**config.mk**
```make
export PLATFORM = sky130hd
export DESIGN_NAME = uart_rx_sampler
export DESIGN_NICKNAME = d
export VERILOG_FILES = /design/src/rtl/uart_rx_sampler.sv
export SDC_FILE = /design/constraint.sdc
export NUM_CORES = 1
export LEC_CHECK = 0
export ABC_AREA = 1
export BUFFER_PORTS_ARGS = -buffer_cell sky130_fd_sc_hd__clkbuf_2
export CORE_MARGIN = 3
export CORE_UTILIZATION = 62
export DETAILED_ROUTE_END_ITERATION = 8
export GPL_TIMING_DRIVEN = 1
export PLACE_DENSITY_LB_ADDON = 0.1
export SYNTH_ARGS = -nofsm -noshare
export SYNTH_HDL_FRONTEND = slang
export SYNTH_SLANG_ARGS = --single-unit
```
**constraint.sdc**
```tcl
create_clock -name clk -period 6.1 [get_ports clk]
set_input_delay 1.22 -clock clk [delete_from_list [all_inputs] [get_ports clk]]
set_output_delay 1.22 -clock clk [all_outputs]
set_load 0.1 [all_outputs]
```
**src/rtl/uart_rx_sampler.sv**
```systemverilog
// Oversampling UART receiver: start bit, DATA_WIDTH data bits MSB first, stop bit; word out on valid/ready.
// Word appears one cycle after the stop-bit sample; a good frame arriving while the held word is unaccepted is dropped with an overrun pulse.
module uart_rx_sampler #(
  parameter int DATA_WIDTH   = 32,
  parameter int CLKS_PER_BIT = 16
) (
  input  logic                  clk,
  input  logic                  reset,
  input  logic                  Rx,
  input  logic                  rx_ready,
  output logic [DATA_WIDTH-1:0] rx_data,
  output logic                  rx_valid,
  output logic                  frame_err,
  output logic                  overrun
);

  localparam int CNT_W = $clog2(CLKS_PER_BIT);
  localparam int IDX_W = $clog2(DATA_WIDTH + 1);
  localparam logic [CNT_W-1:0] CNT_HALF = CNT_W'(CLKS_PER_BIT / 2 - 1);
  localparam logic [CNT_W-1:0] CNT_FULL = CNT_W'(CLKS_PER_BIT - 1);
  localparam logic [IDX_W-1:0] IDX_LAST = IDX_W'(DATA_WIDTH - 1);

  typedef enum logic [2:0] {IDLE, START, DATA, STOP, RECOVER} state_t;

  state_t                state, state_nxt;
  logic [CNT_W-1:0]      cnt, cnt_nxt;
  logic [IDX_W-1:0]      idx, idx_nxt;
  logic [DATA_WIDTH-1:0] sh, sh_nxt;
  logic                  rx_meta, rxs;
  logic                  good, bad, load, accept, ovr;

  // Two-flop synchronizer; idle-high reset keeps a reset release from looking like a start edge.
  always_ff @(posedge clk or posedge reset) begin
    if (reset) begin
      rx_meta <= 1'b1;
      rxs     <= 1'b1;
    end else begin
      rx_meta <= Rx;
      rxs     <= rx_meta;
    end
  end

  always_ff @(posedge clk or posedge reset) begin
    if (reset) begin
      state <= IDLE;
      cnt   <= '0;
      idx   <= '0;
      sh    <= '0;
    end else begin
      state <= state_nxt;
      cnt   <= cnt_nxt;
      idx   <= idx_nxt;
      sh    <= sh_nxt;
    end
  end

  always_comb begin
    state_nxt = state;
    cnt_nxt   = cnt;
    idx_nxt   = idx;
    sh_nxt    = sh;
    good      = 1'b0;
    bad       = 1'b0;
    case (state)
      IDLE: begin
        cnt_nxt = '0;
        idx_nxt = '0;
        if (!rxs) state_nxt = START;
      end
      START: begin
        if (cnt == CNT_HALF) begin
          cnt_nxt   = '0;
          state_nxt = rxs ? IDLE : DATA;
        end else begin
          cnt_nxt = cnt + CNT_W'(1);
        end
      end
      DATA: begin
        if (cnt == CNT_FULL) begin
          cnt_nxt = '0;
          sh_nxt  = {sh[DATA_WIDTH-2:0], rxs};
          idx_nxt = idx + IDX_W'(1);
          if (idx == IDX_LAST) state_nxt = STOP;
        end else begin
          cnt_nxt = cnt + CNT_W'(1);
        end
      end
      STOP: begin
        if (cnt == CNT_FULL) begin
          cnt_nxt = '0;
          if (rxs) begin
            good      = 1'b1;
            state_nxt = IDLE;
          end else begin
            bad       = 1'b1;
            state_nxt = RECOVER;
          end
        end else begin
          cnt_nxt = cnt + CNT_W'(1);
        end
      end
      RECOVER: begin
        cnt_nxt = '0;
        if (rxs) state_nxt = IDLE;
      end
      default: state_nxt = IDLE;
    endcase
  end

  // A same-cycle accept frees the holding register for the new word.
  assign accept = rx_valid & rx_ready;
  assign load   = good & (~rx_valid | rx_ready);
  assign ovr    = good & rx_valid & ~rx_ready;

  always_ff @(posedge clk or posedge reset) begin
    if (reset) begin
      rx_data   <= '0;
      rx_valid  <= 1'b0;
      frame_err <= 1'b0;
      overrun   <= 1'b0;
    end else begin
      frame_err <= bad;
      overrun   <= ovr;
      if (load) begin
        rx_data  <= sh;
        rx_valid <= 1'b1;
      end else if (accept) begin
        rx_valid <= 1'b0;
      end
    end
  end

endmodule

```
==> reports/metrics.cfg <==
[run_status]
status = finished clean

[timing]
maxSlewHeadroom_pct = 29.1
finalMaxSlewViolations = 0
rsz0062_at_grt = false
finalSetupViolations = 0
fin_crit_ns = 2.47
fin_skew_ns = 0.00542
finalCritPeriodShare_pct = 40.5
worstMarginPinSlew_ns = 1.06
fmax_ghz = 0.405
tns_ns = 0
hold_violations = 0

[min_path]
hold-path-cell-count = 0
hp-class = flop to flop
min_delay_worst_endpoint = rxs$_DFF_PP1_
min_from = rx_meta$_DFF_PP1_

[final_layout]
fin_cells = 473
multi_input_area_sq_mm = 0.00119
area_growth_syn_to_layout_pct = 11.3
num_antenna_cells = 0
fin_nets = 405
fill_cells = 377
drive_gt1_share_pct = 31.0
ff_latch_area_sq_mm = 0.00205

[global_route]
grt_pass1_vias = 2395
grt_max_degree = 83
antenna_found_initial = 0
grt_overflow = 0
grt_usage_pct = 20.8
grt_pass1_wl_mm = 10.6

[critical_path]
r2r_end = rx_data[28]$_DFFE_PP0P_
cp_slowest_cell = nand3_4
worst_ep_arrival_time_ns = 2.67
cp_slowest_stage_delay_ns = 0.77
cp-start-kind = input pin
rr_startpoint = cnt[1]$_DFFE_PP0P_
ff2ff_path_depth = 6
path_common_cell = nand2_1
crit_path_cell_trace = clkbuf_2, inv_1, nand2_1, nand3_4, nand2_1, o21ai_2
worst-setup-path-type = input pin to flop
worstPathMaxFanout = 64
cp.required_ns = 6.30
endpoint_kind = flop
rrSetupSlack_ns = 3.74

[clock_tree]
cts_tree = built
ctsRootBufferMaster = clkbuf_8
hold_buffers = 0
post_cts_resize_count = 0
clock_path_buffers = 2
ctsHtreeMaxLevel = 3
cts_num_sinks = 82
clock_latency_ns = 0.34
cts_inserted_buffers = 9
cts_setup_buffers = 0
path_clk_slew_ns = 0.07

[logic_synthesis]
synth_seq_cells = 82
ys.warnings.count = 0
seq_area_frac_synth_pct = 57.9
syn-instance-count = 362
avgSynthCellArea_sq_um = 9.80
synth.distinct_cells = 27
synth_edf_count = 0
synth_area_sq_mm = 0.00355
synthArstFlopShare_pct = 100
synth_flop_cell = dfrtp_1
syn_nets = 368

[power_and_ir_drop]
total_power_mw = 1.16
irDropWorstVdd_mv = 0.204
p_leak_nw = 1.89
powerDensity_mw_per_mm2 = 294

[floorplan]
rows = 26
die_area_sq_mm = 0.00667
io_pins = 39
start_util_pct = 66.9
die_x_um = 81.6
core_sq_mm = 0.00530
fp.dieH_um = 81.6

[placed_design]
place_congestion = 0.828
dp_hpwl_mm = 3.88
numPlacedInstances = 458
numPortBuffers = 38

[routing]
viasPerCell = 5.13
routedWlPerCell_um = 12.7
ant_nets = 0
drt-pass1-iter-count = 4
drtIter0Drc = 154
route.detailed.drc = 0
wirelength_mm = 6.02
num_vias = 2425

[flow_run]
drv_cap = 0

-- stage by stage --
stage          cell area (sq um)  setup slack (ns)  utilization (%)  hold WS (ns)
2_1_floorplan               3550              2.77                -         0.345
6_report                    3950              3.63             74.4         0.357
3_5_place_dp                3730              3.27             70.3         0.347
3_3_place_gp                3730              3.35             70.3         0.347
4_1_cts                     3950              3.63             74.4         0.358
5_1_grt                     3950              3.46             74.4         0.361
-- worst max-delay path by stage --
stage | start | endpoint | slack (ns)
4_1_cts | rx_ready | rx_data[28]$_DFFE_PP0P_ | 3.63
3_3_place_gp | rx_ready | rx_data[28]$_DFFE_PP0P_ | 3.35
3_5_place_dp | rx_ready | rx_data[28]$_DFFE_PP0P_ | 3.27
2_1_floorplan | reset | cnt[0]$_DFFE_PP0P_ | 2.77
5_1_grt | rx_ready | rx_data[27]$_DFFE_PP0P_ | 3.46
6_report | rx_ready | rx_data[28]$_DFFE_PP0P_ | 3.63
-- cell usage after synthesis, types with 2 or more instances --
cell,n,area (sq um)
dfstp_2,2,52.6
dfrtp_1,80,2000
buf_4,2,15.0
a21oi_1,6,30.0
buf_2,5,25.0
o21ai_0,36,180
nor2_2,2,12.5
ha_1,2,25.0
buf_6,6,67.6
nor2_1,17,63.8
nand2_2,29,181
nand4_1,4,25.0
o21ai_2,32,280
nand2_1,72,270
inv_2,2,7.51
inv_1,48,180
nand3_1,7,35.0
-- cells by family after synthesis --
kind of cell / Yosys count / synth area share [%]
buffers and inverters: 64 / 8.47
and+or+nand+nor: 137 / 18.5
AOI/OAI and AO/OA: 76 / 14.2
adders and majority gates: 2 / 0.705
DFF: 82 / 57.9
xor gates and xnor gates: 1 / 0.247
-- flip-flops by register name, indices dropped and copies added (netlist names) --
signal / cells
frame_err: 1
sh: 32
rxs: 1
idx: 6
rx_data: 32
rx_meta: 1
state: 3
cnt: 4
overrun: 1
rx_valid: 1
-- layer usage --
layer  up-vias  global-route usage, %  share of wire [%]
met5         -                      0                  0
met4         0                   11.3                2.3
met3        15                   4.06                5.0
met2        60                   33.7                 47
met1      1141                   26.5                 46
li1       1209                      -                  -
-- layout by cell type, fill, tap and decap left out, types with 2 or more instances in the layout --
master	instances
dfrtp_1	80
nand2_1	72
inv_1	47
clkbuf_2	38
o21ai_0	36
o21ai_2	32
nand2_2	29
nor2_1	17
clkbuf_8	11
nand3_1	7
a21oi_1	6
nand4_1	4
nor2_2	2
inv_2	2
ha_1	2
clkbuf_1	2
bufinv_16	2
buf_4	2
dfstp_2	2
-- final cells by class --
type	instances	area share, %
sequential	82	52.0
multi-input combinational	216	30.2
timing repair buffer	40	5.20
inverter	50	4.79
clock buffer	13	4.03
tap	70	2.22
clock inverter	2	1.52
-- worst max-delay path: cells and delay by family --
kind / cells / cell delay, ns
AND/OR/NAND/NOR: 3 / 1.23
buffers and inverters: 2 / 0.10
AO/OA/AOI/OAI: 1 / 0.08
-- power by group --
| part | total, mW | switching (mW) | internal, mW |
|---|---|---|---|
| clock | 0.429 | 0.178 | 0.251 |
| combinational | 0.145 | 0.0999 | 0.0455 |
| sequential | 0.585 | 0.0214 | 0.563 |
No activity file was read; power rests on OpenSTA's default activity.
